[src/rtl/flag_branch_unit_if.sv]
// rtl/flag_branch_unit_if.sv - ALU flag commit and branch request bundle for flag_branch_unit
//
// Signals:
//   alu_valid  1  ALU result this cycle is architectural (commit flags)
//   alu_op     3  opcode of the committing instruction
//   alu_flags  3  ALU flags {Z,V,N}
//   br_valid   1  branch request, held with br_ccc stable until accepted
//   br_ccc     3  branch condition code
//   br_ready   1  branch accepted when br_valid & br_ready
//   br_done    1  one-cycle pulse, resolution result valid
//   br_taken   1  condition outcome, valid while br_done=1
//   flags_q    3  current flag register {Z,V,N}
// Modports: master = EX/fetch side driving requests, slave = flag_branch_unit.

interface flag_branch_unit_if;
    logic       alu_valid;
    logic [2:0] alu_op;
    logic [2:0] alu_flags;
    logic       br_valid;
    logic [2:0] br_ccc;
    logic       br_ready;
    logic       br_done;
    logic       br_taken;
    logic [2:0] flags_q;

    modport master (
        output alu_valid, alu_op, alu_flags, br_valid, br_ccc,
        input  br_ready, br_done, br_taken, flags_q
    );

    modport slave (
        input  alu_valid, alu_op, alu_flags, br_valid, br_ccc,
        output br_ready, br_done, br_taken, flags_q
    );
endinterface

[src/rtl/flag_branch_unit.sv]
// rtl/flag_branch_unit.sv - architectural flag register and branch condition resolver
//
// Holds the {Z,V,N} flag register, updates it under a per-opcode write mask when
// the ALU commits, and resolves 3-bit branch condition codes against it.
//
// Ports:
//   clk    in  system clock, rising edge
//   rst_n  in  asynchronous active-low reset
//   bus    flag_branch_unit_if.slave (alu_valid/alu_op/alu_flags in,
//          br_valid/br_ccc in, br_ready/br_done/br_taken/flags_q out)
//
// Build option: define FLAG_FWD_EN to forward the in-flight flag write into the
// branch evaluation instead of stalling one cycle in WAIT.

module flag_branch_unit (
    input  logic                  clk,
    input  logic                  rst_n,
    flag_branch_unit_if.slave     bus
);

    typedef enum logic {
        S_IDLE = 1'b0,
        S_WAIT = 1'b1
    } state_t;

    state_t     state_q;
    state_t     state_d;

    logic [2:0] flags_r;
    logic [2:0] wr_mask;
    logic [2:0] flags_merged;
    logic [2:0] eval_flags;
    logic       wr_hit;
    logic       accept;
    logic       ready;
    logic       done_r;
    logic       taken_r;

    // Which flag bits each opcode is allowed to write.
    function automatic logic [2:0] op_mask(input logic [2:0] op);
        case (op)
            3'b000, 3'b001:                 op_mask = 3'b111;   // ADD, SUB
            3'b010, 3'b100, 3'b101, 3'b110: op_mask = 3'b100;   // XOR, SLL, SRA, ROR
            default:                        op_mask = 3'b000;   // RED, PADSUB
        endcase
    endfunction

    // Condition table; f = {Z,V,N}.
    function automatic logic cond_eval(input logic [2:0] ccc, input logic [2:0] f);
        logic z;
        logic v;
        logic n;
        z = f[2];
        v = f[1];
        n = f[0];
        case (ccc)
            3'b000:  cond_eval = ~z;                 // NE
            3'b001:  cond_eval = z;                  // EQ
            3'b010:  cond_eval = ~z & ~n;            // GT
            3'b011:  cond_eval = n;                  // LT
            3'b100:  cond_eval = z | (~z & ~n);      // GE
            3'b101:  cond_eval = n | z;              // LE
            3'b110:  cond_eval = v;                  // OV
            default: cond_eval = 1'b1;               // always
        endcase
    endfunction

    assign wr_mask      = op_mask(bus.alu_op);
    assign wr_hit       = bus.alu_valid & (wr_mask != 3'b000);
    // Next-state flag value: masked bits from the ALU, the rest held.
    assign flags_merged = (flags_r & ~wr_mask) | (bus.alu_flags & wr_mask);

    // Flag register
    always_ff @(posedge clk or negedge rst_n) begin
        if (!rst_n) begin
            flags_r <= 3'b000;
        end else if (wr_hit) begin
            flags_r <= flags_merged;
        end
    end

    // FSM: state register
    always_ff @(posedge clk or negedge rst_n) begin
        if (!rst_n) begin
            state_q <= S_IDLE;
        end else begin
            state_q <= state_d;
        end
    end

    // FSM: next state
    always_comb begin
        state_d = S_IDLE;
`ifdef FLAG_FWD_EN
        state_d = S_IDLE;
`else
        case (state_q)
            // A branch colliding with a flag write waits for the write to land.
            S_IDLE:  state_d = (bus.br_valid & wr_hit) ? S_WAIT : S_IDLE;
            // Either the held branch is accepted or the requester withdrew.
            S_WAIT:  state_d = S_IDLE;
            default: state_d = S_IDLE;
        endcase
`endif
    end

    // FSM: outputs (handshake and the flags used for evaluation)
    always_comb begin
        ready      = 1'b1;
        accept     = 1'b0;
        eval_flags = flags_r;
        case (state_q)
            S_IDLE: begin
`ifdef FLAG_FWD_EN
                ready = 1'b1;
                if (wr_hit) begin
                    eval_flags = flags_merged;
                end
`else
                ready = ~(bus.br_valid & wr_hit);
`endif
                accept = bus.br_valid & ready;
            end
            S_WAIT: begin
                // flags_r already holds the older write; a write arriving now is
                // younger and must not affect this branch.
                ready  = 1'b1;
                accept = bus.br_valid;
            end
            default: begin
                ready  = 1'b1;
                accept = 1'b0;
            end
        endcase
    end

    // Registered resolution result; taken is forced low whenever done is low.
    always_ff @(posedge clk or negedge rst_n) begin
        if (!rst_n) begin
            done_r  <= 1'b0;
            taken_r <= 1'b0;
        end else begin
            done_r  <= accept;
            taken_r <= accept & cond_eval(bus.br_ccc, eval_flags);
        end
    end

    assign bus.br_ready = ready;
    assign bus.br_done  = done_r;
    assign bus.br_taken = taken_r;
    assign bus.flags_q  = flags_r;

endmodule

[src/flat_wrapper.sv]
// flat-port wrapper written by rule: the top's interface ports become plain ports
module flag_branch_unit_flat 
  (clk, rst_n, bus_alu_valid, bus_alu_op, bus_alu_flags, bus_br_valid, bus_br_ccc, bus_br_ready, bus_br_done, bus_br_taken, bus_flags_q);
  flag_branch_unit_if bus_i ();
  input  logic clk;
  input  logic rst_n;
  input wire logic [$bits(bus_i.alu_valid)-1:0] bus_alu_valid;
  input wire logic [$bits(bus_i.alu_op)-1:0] bus_alu_op;
  input wire logic [$bits(bus_i.alu_flags)-1:0] bus_alu_flags;
  input wire logic [$bits(bus_i.br_valid)-1:0] bus_br_valid;
  input wire logic [$bits(bus_i.br_ccc)-1:0] bus_br_ccc;
  output wire logic [$bits(bus_i.br_ready)-1:0] bus_br_ready;
  output wire logic [$bits(bus_i.br_done)-1:0] bus_br_done;
  output wire logic [$bits(bus_i.br_taken)-1:0] bus_br_taken;
  output wire logic [$bits(bus_i.flags_q)-1:0] bus_flags_q;
  assign bus_i.alu_valid = bus_alu_valid;
  assign bus_i.alu_op = bus_alu_op;
  assign bus_i.alu_flags = bus_alu_flags;
  assign bus_i.br_valid = bus_br_valid;
  assign bus_i.br_ccc = bus_br_ccc;
  assign bus_br_ready = bus_i.br_ready;
  assign bus_br_done = bus_i.br_done;
  assign bus_br_taken = bus_i.br_taken;
  assign bus_flags_q = bus_i.flags_q;
  flag_branch_unit u_core (.clk(clk), .rst_n(rst_n), .bus(bus_i));
endmodule
[config.mk]
export PLATFORM = sky130hd
export DESIGN_NAME = flag_branch_unit_flat
export DESIGN_NICKNAME = d
export VERILOG_FILES = /design/src/rtl/flag_branch_unit_if.sv /design/src/rtl/flag_branch_unit.sv /design/src/flat_wrapper.sv
export SDC_FILE = /design/constraint.sdc
export NUM_CORES = 1
export LEC_CHECK = 0
export ABC_AREA = 1
export CORE_AREA = 2 2 39 41
export CTS_CLUSTER_SIZE = 40
export DETAILED_ROUTE_END_ITERATION = 8
export DIE_AREA = 0 0 41 43
export SLEW_MARGIN = 0
export SYNTH_ARGS = -nofsm -noshare
export SYNTH_HDL_FRONTEND = slang
export SYNTH_SLANG_ARGS = --single-unit
[constraint.sdc]
create_clock -name clk -period 1.7 [get_ports clk]
set_clock_uncertainty 0.2 [all_clocks]
set_input_delay 0.34 -clock clk [delete_from_list [all_inputs] [get_ports clk]]
set_output_delay 0.34 -clock clk [all_outputs]
set_load 0.005 [all_outputs]
== Word-level counts from Yosys, hierarchy flattened ==
Cells that the tools add are included.

* Flip-flop bits (word level): 6
* Bits in latches: 0
* RAM bits: 0
* Bits in read-only memories: 0
* Input port bits: 13
* Output and inout port bits: 6
* Word-level logic and storage cells: 41
* Memories kept: 0

* Add/subtract/negate cells: 0
* Multiply operators: 0
* Div/mod/pow operators: 0
* Order comparisons: 0
* Equal/unequal tests: 11
* Shifts and indexed selects: 0
* Multiplexer cells: 6
* Bitwise gates (word level): 15
* Reductions and logical operators: 5

{| class="wikitable"
|+ Operators by type and width
! kind !! count
|-
| == test 3 bit (second input constant) || 6
|-
| == test 3 x 2 -> 1 bit (second input constant) || 3
|-
| case mux 1 bit (7 select lines) || 1
|-
| AND 3 bit || 2
|-
| == test 3 x 1 -> 1 bit (second input constant) || 2
|-
| zero test 3 bit || 2
|-
| case mux 1 bit (2 select lines) || 3
|-
| case mux 3 bit (2 select lines) || 1
|-
| AND 1 bit || 5
|-
| inverter 1 bit || 4
|-
| OR reduction 4 bit || 1
|-
| inverter 3 bit || 1
|-
| OR 3 bit || 1
|-
| nonzero test 3 bit || 1
|-
| OR 1 bit || 2
|-
| OR reduction 2 bit || 1
|-
| two-way mux 1 bit || 1
|}

== Logic depth before layout (Yosys ltp) ==
Gate-level depths: netlist (run 1).

* Word-level depth: 10
* Gate-level depth with buffers: 6
* Mapped depth without buffers: 6

== Least setup slack after synthesis (run 1) ==
No wires, ideal clock.

* Path kind: flip-flop to flip-flop
* From: reg with a tool-made name
* To: reg u_core.taken_r, in the netlist u_core.bus.br_taken
* Setup time: 0.119 ns
* Data arrival time: 0.737 ns
* Required time: 1.381 ns
* Path slack: 0.644 ns
* Cell stages (with the launch flop): 5
* Buffers on the path: 0
* Clock period less this slack: 1.056 ns
* Path through: dfrtp_1 > nor2_1 > nand2_1 > a21oi_1 > nor2_1

{| class="wikitable"
|+ RTL lines
! what !! RTL line !! text
|-
| end signal, assigned || flag_branch_unit.sv:144 || <nowiki>taken_r <= accept & cond_eval(bus.br_ccc, eval_flags);</nowiki>
|-
| end, declared || flag_branch_unit.sv:37 || <nowiki>logic taken_r;</nowiki>
|}

==> results of run 1 <==
## logic make-up after synthesis
family	synth area share, %
simple gates	32.51
compound gates	8.752
buf+inv	8.748
flops	50.00
## power by group through the flow
stage,sequential [W],combinational (W),clock [W]
floorplan,0.000173,0.0000328,0
global placement,0.000172,0.000107,0
detailed placement,0.000172,0.000108,0
CTS,0.000165,0.000124,0.000139
global route,0.000167,0.000136,0.000147
finish,0.000165,0.000121,0.000130
## per-layer routing
layer	up-vias	part of all wire [%]	GRT usage, %
met5	-	0	0
met4	0	0	12.00
met3	0	6.3	1.571
met2	12	53	16.56
met1	150	41	11.88
li1	181	-	-
## layout make-up
class                           instances  area, um2
Tap cell                               16      20.02
Timing Repair Buffer                   23      211.5
Multi-Input combinational cell         28      123.9
Clock buffer                            3      22.52
Inverter                                7      26.28
Sequential cell                         6      150.1
Fill cell                             159      829.5
## what timing repair did
item	CTS	global route
buffers inserted	3	0
gates resized for setup	5	0
endpoints found under the setup margin	3	0
## synthesized netlist by cell type
library cell	n
nand2_2	1
inv_1	6
dfrtp_1	6
a21oi_1	4
nor2_1	5
nand2_1	13
a31oi_1	1
nand4_1	1
inv_2	1
nand3_1	2
nand3b_1	1
## per-stage QoR
step                instances  setup WS [ns]  hold WS [ns]  total power [W]  utilization [%]
CTS                        83        0.04107        0.1441        0.0004278            40.05
floorplan                  41         0.6435       -0.1556        0.0002053                -
global route               83        0.01345        0.1537        0.0004500            40.05
global placement           77        -0.3217        0.3280        0.0002786            37.25
finish                     83        0.06436        0.1415        0.0004162            40.05
detailed placement         77        -0.3410        0.3353        0.0002805            37.25
## worst paths after layout
kind / startpoint / endpoint / depth (start not counted)
setup reg to reg: flop / u_core.bus.br_taken$_DFF_PN0_ / 5
setup / recovery: flop / bus_flags_q[2] / 1
min in group clk: bus_alu_op[1] / flop / 4
hold reg to reg: flop / flop / 2
max in group asynchronous: rst_n / u_core.bus.br_done$_DFF_PN0_ / 1
hold / removal: rst_n / async pin / 1
==> metrics.cfg, run 1 <==
[logic_synthesis]
syn_avg_cell_area_um2=7.324
yosys_warnings=0
netlist_area_um2=300.3
yosysUniqueCellTypes=11
synth_top_area_share_pct=50.00
synth.top_cells.by_area=dfrtp_1 50%, nand2_1 16%, inv_1 7.5%
synthCells=41
synth-seq-area-share_pct=50.00
synthesis.nets=54
cell_type_with_the_highest_aggregate_area_in_the_netlist=dfrtp_1
ys_ff_latch=6

[timing]
report.final.slew_viol_count=0
min_period_over_period_pct=96.21
finalHoldViolations=0
layout_min_cycle_time_ns=1.636
max_slew.worst_pin.slew_ns=0.2770
report.final.setup_viol=0
achievable-frequency_ghz=0.6114
rsz_0062_raised_after_global_routing=no
timing.slew.headroom_pct=81.47
fin_setup_tns_ns=0

[power]
power.share.switching_pct=24.51
power_frac_seq_pct=39.6
power_density_nw_per_um2=750.9
share_of_power_burned_in_the_clock_network_pct=31.3
comb_power_share_pct=29.1
largest_vdd_supply_drop_uv=257.2
switching_power_of_the_nets_w=0.0001020
power_leakage_nw=0.2774
internal-power_w=0.0003142

[layout]
final_design_area_no_fill_um2=554.3
area_growth_from_synthesis_to_layout_pct=84.58
nets=82
layout_commonest_cell=clkdlybuf4s50_1
num_antenna_cells=0
final_cell_mix=16 x clkdlybuf4s50_1, 13 x nand2_1, 6 x inv_1, 6 x dfrtp_1
drive_gt1_share_pct=16.42

[global_routing]
gr-total-overflow=0
grt_pass1_vias=341
global_router_s_overall_resource_usage_pct=11.13
grt_antenna_before_repair=0
grt_first_pass_wirelength_um=1248
grt_max_degree=7

[drt]
first_pass_iters=3
drt-total-wl_um=696
initialDrtViolationCount=2
remaining_drc_errors=0
vias=343
antenna_violating_nets_post_route=0
avgViaCountPerCell=4.133
average_wire_length_per_cell_after_detail_routing_um=8.386

[setup_path]
cp_max_fo=2
cp_slowest_cell=clkdlybuf4s50_1
timing.critical_path.slowest_cell_delay_ns=0.51
crit_chain=clkdlybuf4s50_1
critPathLaunchType=flop
crit_buf_inv=1
setup.reg_to_reg.worst_slack_ns=0.45
critical_path_s_top_delay_family=buffers and inverters
criticalPathCategory=flop to output port
cp.required_ns=1.16
worstPathArrival_ns=1.10
worst_setup_path_end_kind=output port

[clocking]
cts_hold_buffers=0
tritoncts.num_buffers=3
tritoncts=yes
clock_tree.htree_level_count=1
cts.root.buffer_cell=clkbuf_4
clk_latency_ns=0.24
cts_buffer_depth=2
clock_sinks=6
clk_transition_reported_paths_ns=0.05

[worst_hold_path]
worst_hold_path_type=primary input to async pin

[place]
place.port_buffers=18
detailed_place_hpwl_um=569.9
detailed_place.area_um2=515.5
place_congestion=0.6496

[job]
maxCapViolations=0

[floorplan]
dieArea_um2=1763
boundaryPins=19
rows=14
core_um2=1384
die_height_um=43
die_w_um=41
start_util_pct=21.70

[outcome]
status=finished clean

Power figures use the tool's default switching activity.
==> run 2: changes to the inputs <==
--- a/config.mk
+++ b/config.mk
@@ -5,7 +5,6 @@
 export SDC_FILE = /design/constraint.sdc
 export NUM_CORES = 1
 export LEC_CHECK = 0
-export ABC_AREA = 1
 export CORE_AREA = 2 2 39 41
 export CTS_CLUSTER_SIZE = 40
 export DETAILED_ROUTE_END_ITERATION = 8
==> metrics.cfg, run 2 <==
[clocking]
tritoncts=yes
clock_tree.htree_level_count=1
clock_sinks=6
cts_buffer_depth=2
cts_hold_buffers=0
clk_transition_reported_paths_ns=0.05
clk_latency_ns=0.25
cts.root.buffer_cell=clkbuf_4
tritoncts.num_buffers=3

[setup_path]
timing.critical_path.slowest_cell_delay_ns=0.51
critical_path_s_top_delay_family=buffers and inverters
worst_setup_path_end_kind=output port
cp.required_ns=1.16
worstPathArrival_ns=1.10
crit_end=bus_flags_q[2]
worst_case_reg_to_reg_path_depth=4
cp_max_fo=2
crit_chain=clkdlybuf4s50_1
critical_path_depth=1
cp_slowest_cell=clkdlybuf4s50_1
crit_buf_inv=1
critPathLaunchType=flop
worstReg2RegEnd=u_core.bus.br_taken$_DFF_PN0_
criticalPathCategory=flop to output port
setup.reg_to_reg.worst_slack_ns=0.19

[logic_synthesis]
netlist_area_um2=292.8
ys_ff_latch=6
async_reset_ff_share_pct=100.0
synthCells=24
synth.top_cells.by_area=dfrtp_1 51%, mux2_2 15%, a211oi_1 5.1%
yosysUniqueCellTypes=14
cell_type_with_the_highest_aggregate_area_in_the_netlist=dfrtp_1
syn_avg_cell_area_um2=12.20
dominantRegCellSynth=dfrtp_1
cell_types_with_the_highest_counts_after_synthesis=6 x dfrtp_1, 4 x mux2_2, 2 x a211oi_1, 2 x o21ai_0
yosysMostFrequentCell=dfrtp_1
synth_enable_flop_cells=0
synthesis.nets=37
synth-seq-area-share_pct=51.28
synth_top_area_share_pct=51.28
yosys_warnings=0

[layout]
area_growth_from_synthesis_to_layout_pct=92.73
nets=67
instances_no_fill=68
layout_commonest_cell=clkdlybuf4s50_1
drive_gt1_share_pct=36.54
num_antenna_cells=0
final_cell_mix=13 x clkdlybuf4s50_1, 7 x buf_4, 6 x dfrtp_1

[global_routing]
grt_antenna_before_repair=0
grt_pass1_vias=262
global_router_s_overall_resource_usage_pct=10.18
grt_first_pass_wirelength_um=1062
grt_max_degree=7
gr-total-overflow=0

[outcome]
status=finished clean

[drt]
average_wire_length_per_cell_after_detail_routing_um=10.75
drt-total-wl_um=731
first_pass_iters=2
avgViaCountPerCell=4.206
vias=286
remaining_drc_errors=0
antenna_violating_nets_post_route=0
initialDrtViolationCount=3

[timing]
timing.slew.headroom_pct=80.80
rsz_0062_raised_after_global_routing=no
max_slew.worst_pin.slew_ns=0.2872
fin_setup_tns_ns=0
layout_min_cycle_time_ns=1.641
min_period_over_period_pct=96.53
report.final.setup_viol=0
finalHoldViolations=0
achievable-frequency_ghz=0.6094
report.final.slew_viol_count=0

[floorplan]
die_w_um=41
dieArea_um2=1763
die_height_um=43
start_util_pct=21.16
boundaryPins=19
core_um2=1384
rows=14

[worst_hold_path]
worst_hold_path_type=primary input to async pin

[power]
largest_vdd_supply_drop_uv=433.4
power_leakage_nw=0.2531
power_density_nw_per_um2=785.3

[place]
detailed_place_hpwl_um=579.8
place.port_buffers=18
place_congestion=0.5752
placed_cells_incl_taps=62

[job]
maxCapViolations=0

-- run 2: power by group --
group	total (W)	internal, W	switching, W	leakage [nW]
clock network	0.000135	0.0000801	0.0000552	0.0138
registers	0.000170	0.000161	0.00000920	0.0743
logic	0.000138	0.0000953	0.0000426	0.165
-- run 2: per-layer routing --
metal  GRT usage (%)  wire length [um]  vias to the layer above
met2           12.81               324                       14
met4           4.000                14                        0
li1                -                 -                      145
met1           11.40               298                      125
met3           9.948                94                        2
met5               0                 0                        -
-- run 2: layout make-up --
class | instances | area, um2
clock buffers | 3 | 22.52
multi-input cells | 17 | 141.4
well taps | 16 | 20.02
fillers | 135 | 819.5
flip-flops and latches | 6 | 150.1
inverters | 1 | 3.754
repair buffers | 25 | 226.5
-- run 2: worst min-delay path by stage --
stage,end,slack (ns),from,depth (start not counted)
after floorplan,async pin,-0.16,rst_n,0
after global placement,flop,0.34,flop,1
after detailed placement,flop,0.35,flop,1
after CTS,u_core.state_q$_DFF_PN0_,0.14,rst_n,1
after global routing,u_core.state_q$_DFF_PN0_,0.16,rst_n,1
final,u_core.state_q$_DFF_PN0_,0.14,rst_n,1
-- run 2: what timing repair did --
item                                    4_1_cts  5_1_grt
endpoints found under the setup margin        3        1
pin swaps                                     3        0
gates cloned                                  0        0
setup buffers                                 2        1
gates resized for setup                       8        1
hold endpoints to repair                      0        0
-- run 2: cell families after synthesis --
kind of cell           share of synthesized area, %
and+or+nand+nor                               14.96
DFF                                           51.28
muxes                                         15.38
AOI/OAI and AO/OA                             17.09
buffers and inverters                         1.281
-- run 2: metrics by stage --
| stage | total power (W) | hold WS (ns) | worst slack [ns] | util (%) | instance area [um2] |
|---|---|---|---|---|---|
| detailed placement | 0.0002977 | 0.3461 | -0.4849 | 37.79 | 523.0 |
| global route | 0.0004738 | 0.1606 | 0.02842 | 40.78 | 564.3 |
| global placement | 0.0002958 | 0.3442 | -0.4790 | 37.79 | 523.0 |
| CTS | 0.0004495 | 0.1406 | 0.01140 | 40.05 | 554.3 |
| floorplan | 0.0002150 | -0.1556 | 0.3135 | - | 292.8 |
| finish | 0.0004431 | 0.1366 | 0.05905 | 40.78 | 564.3 |
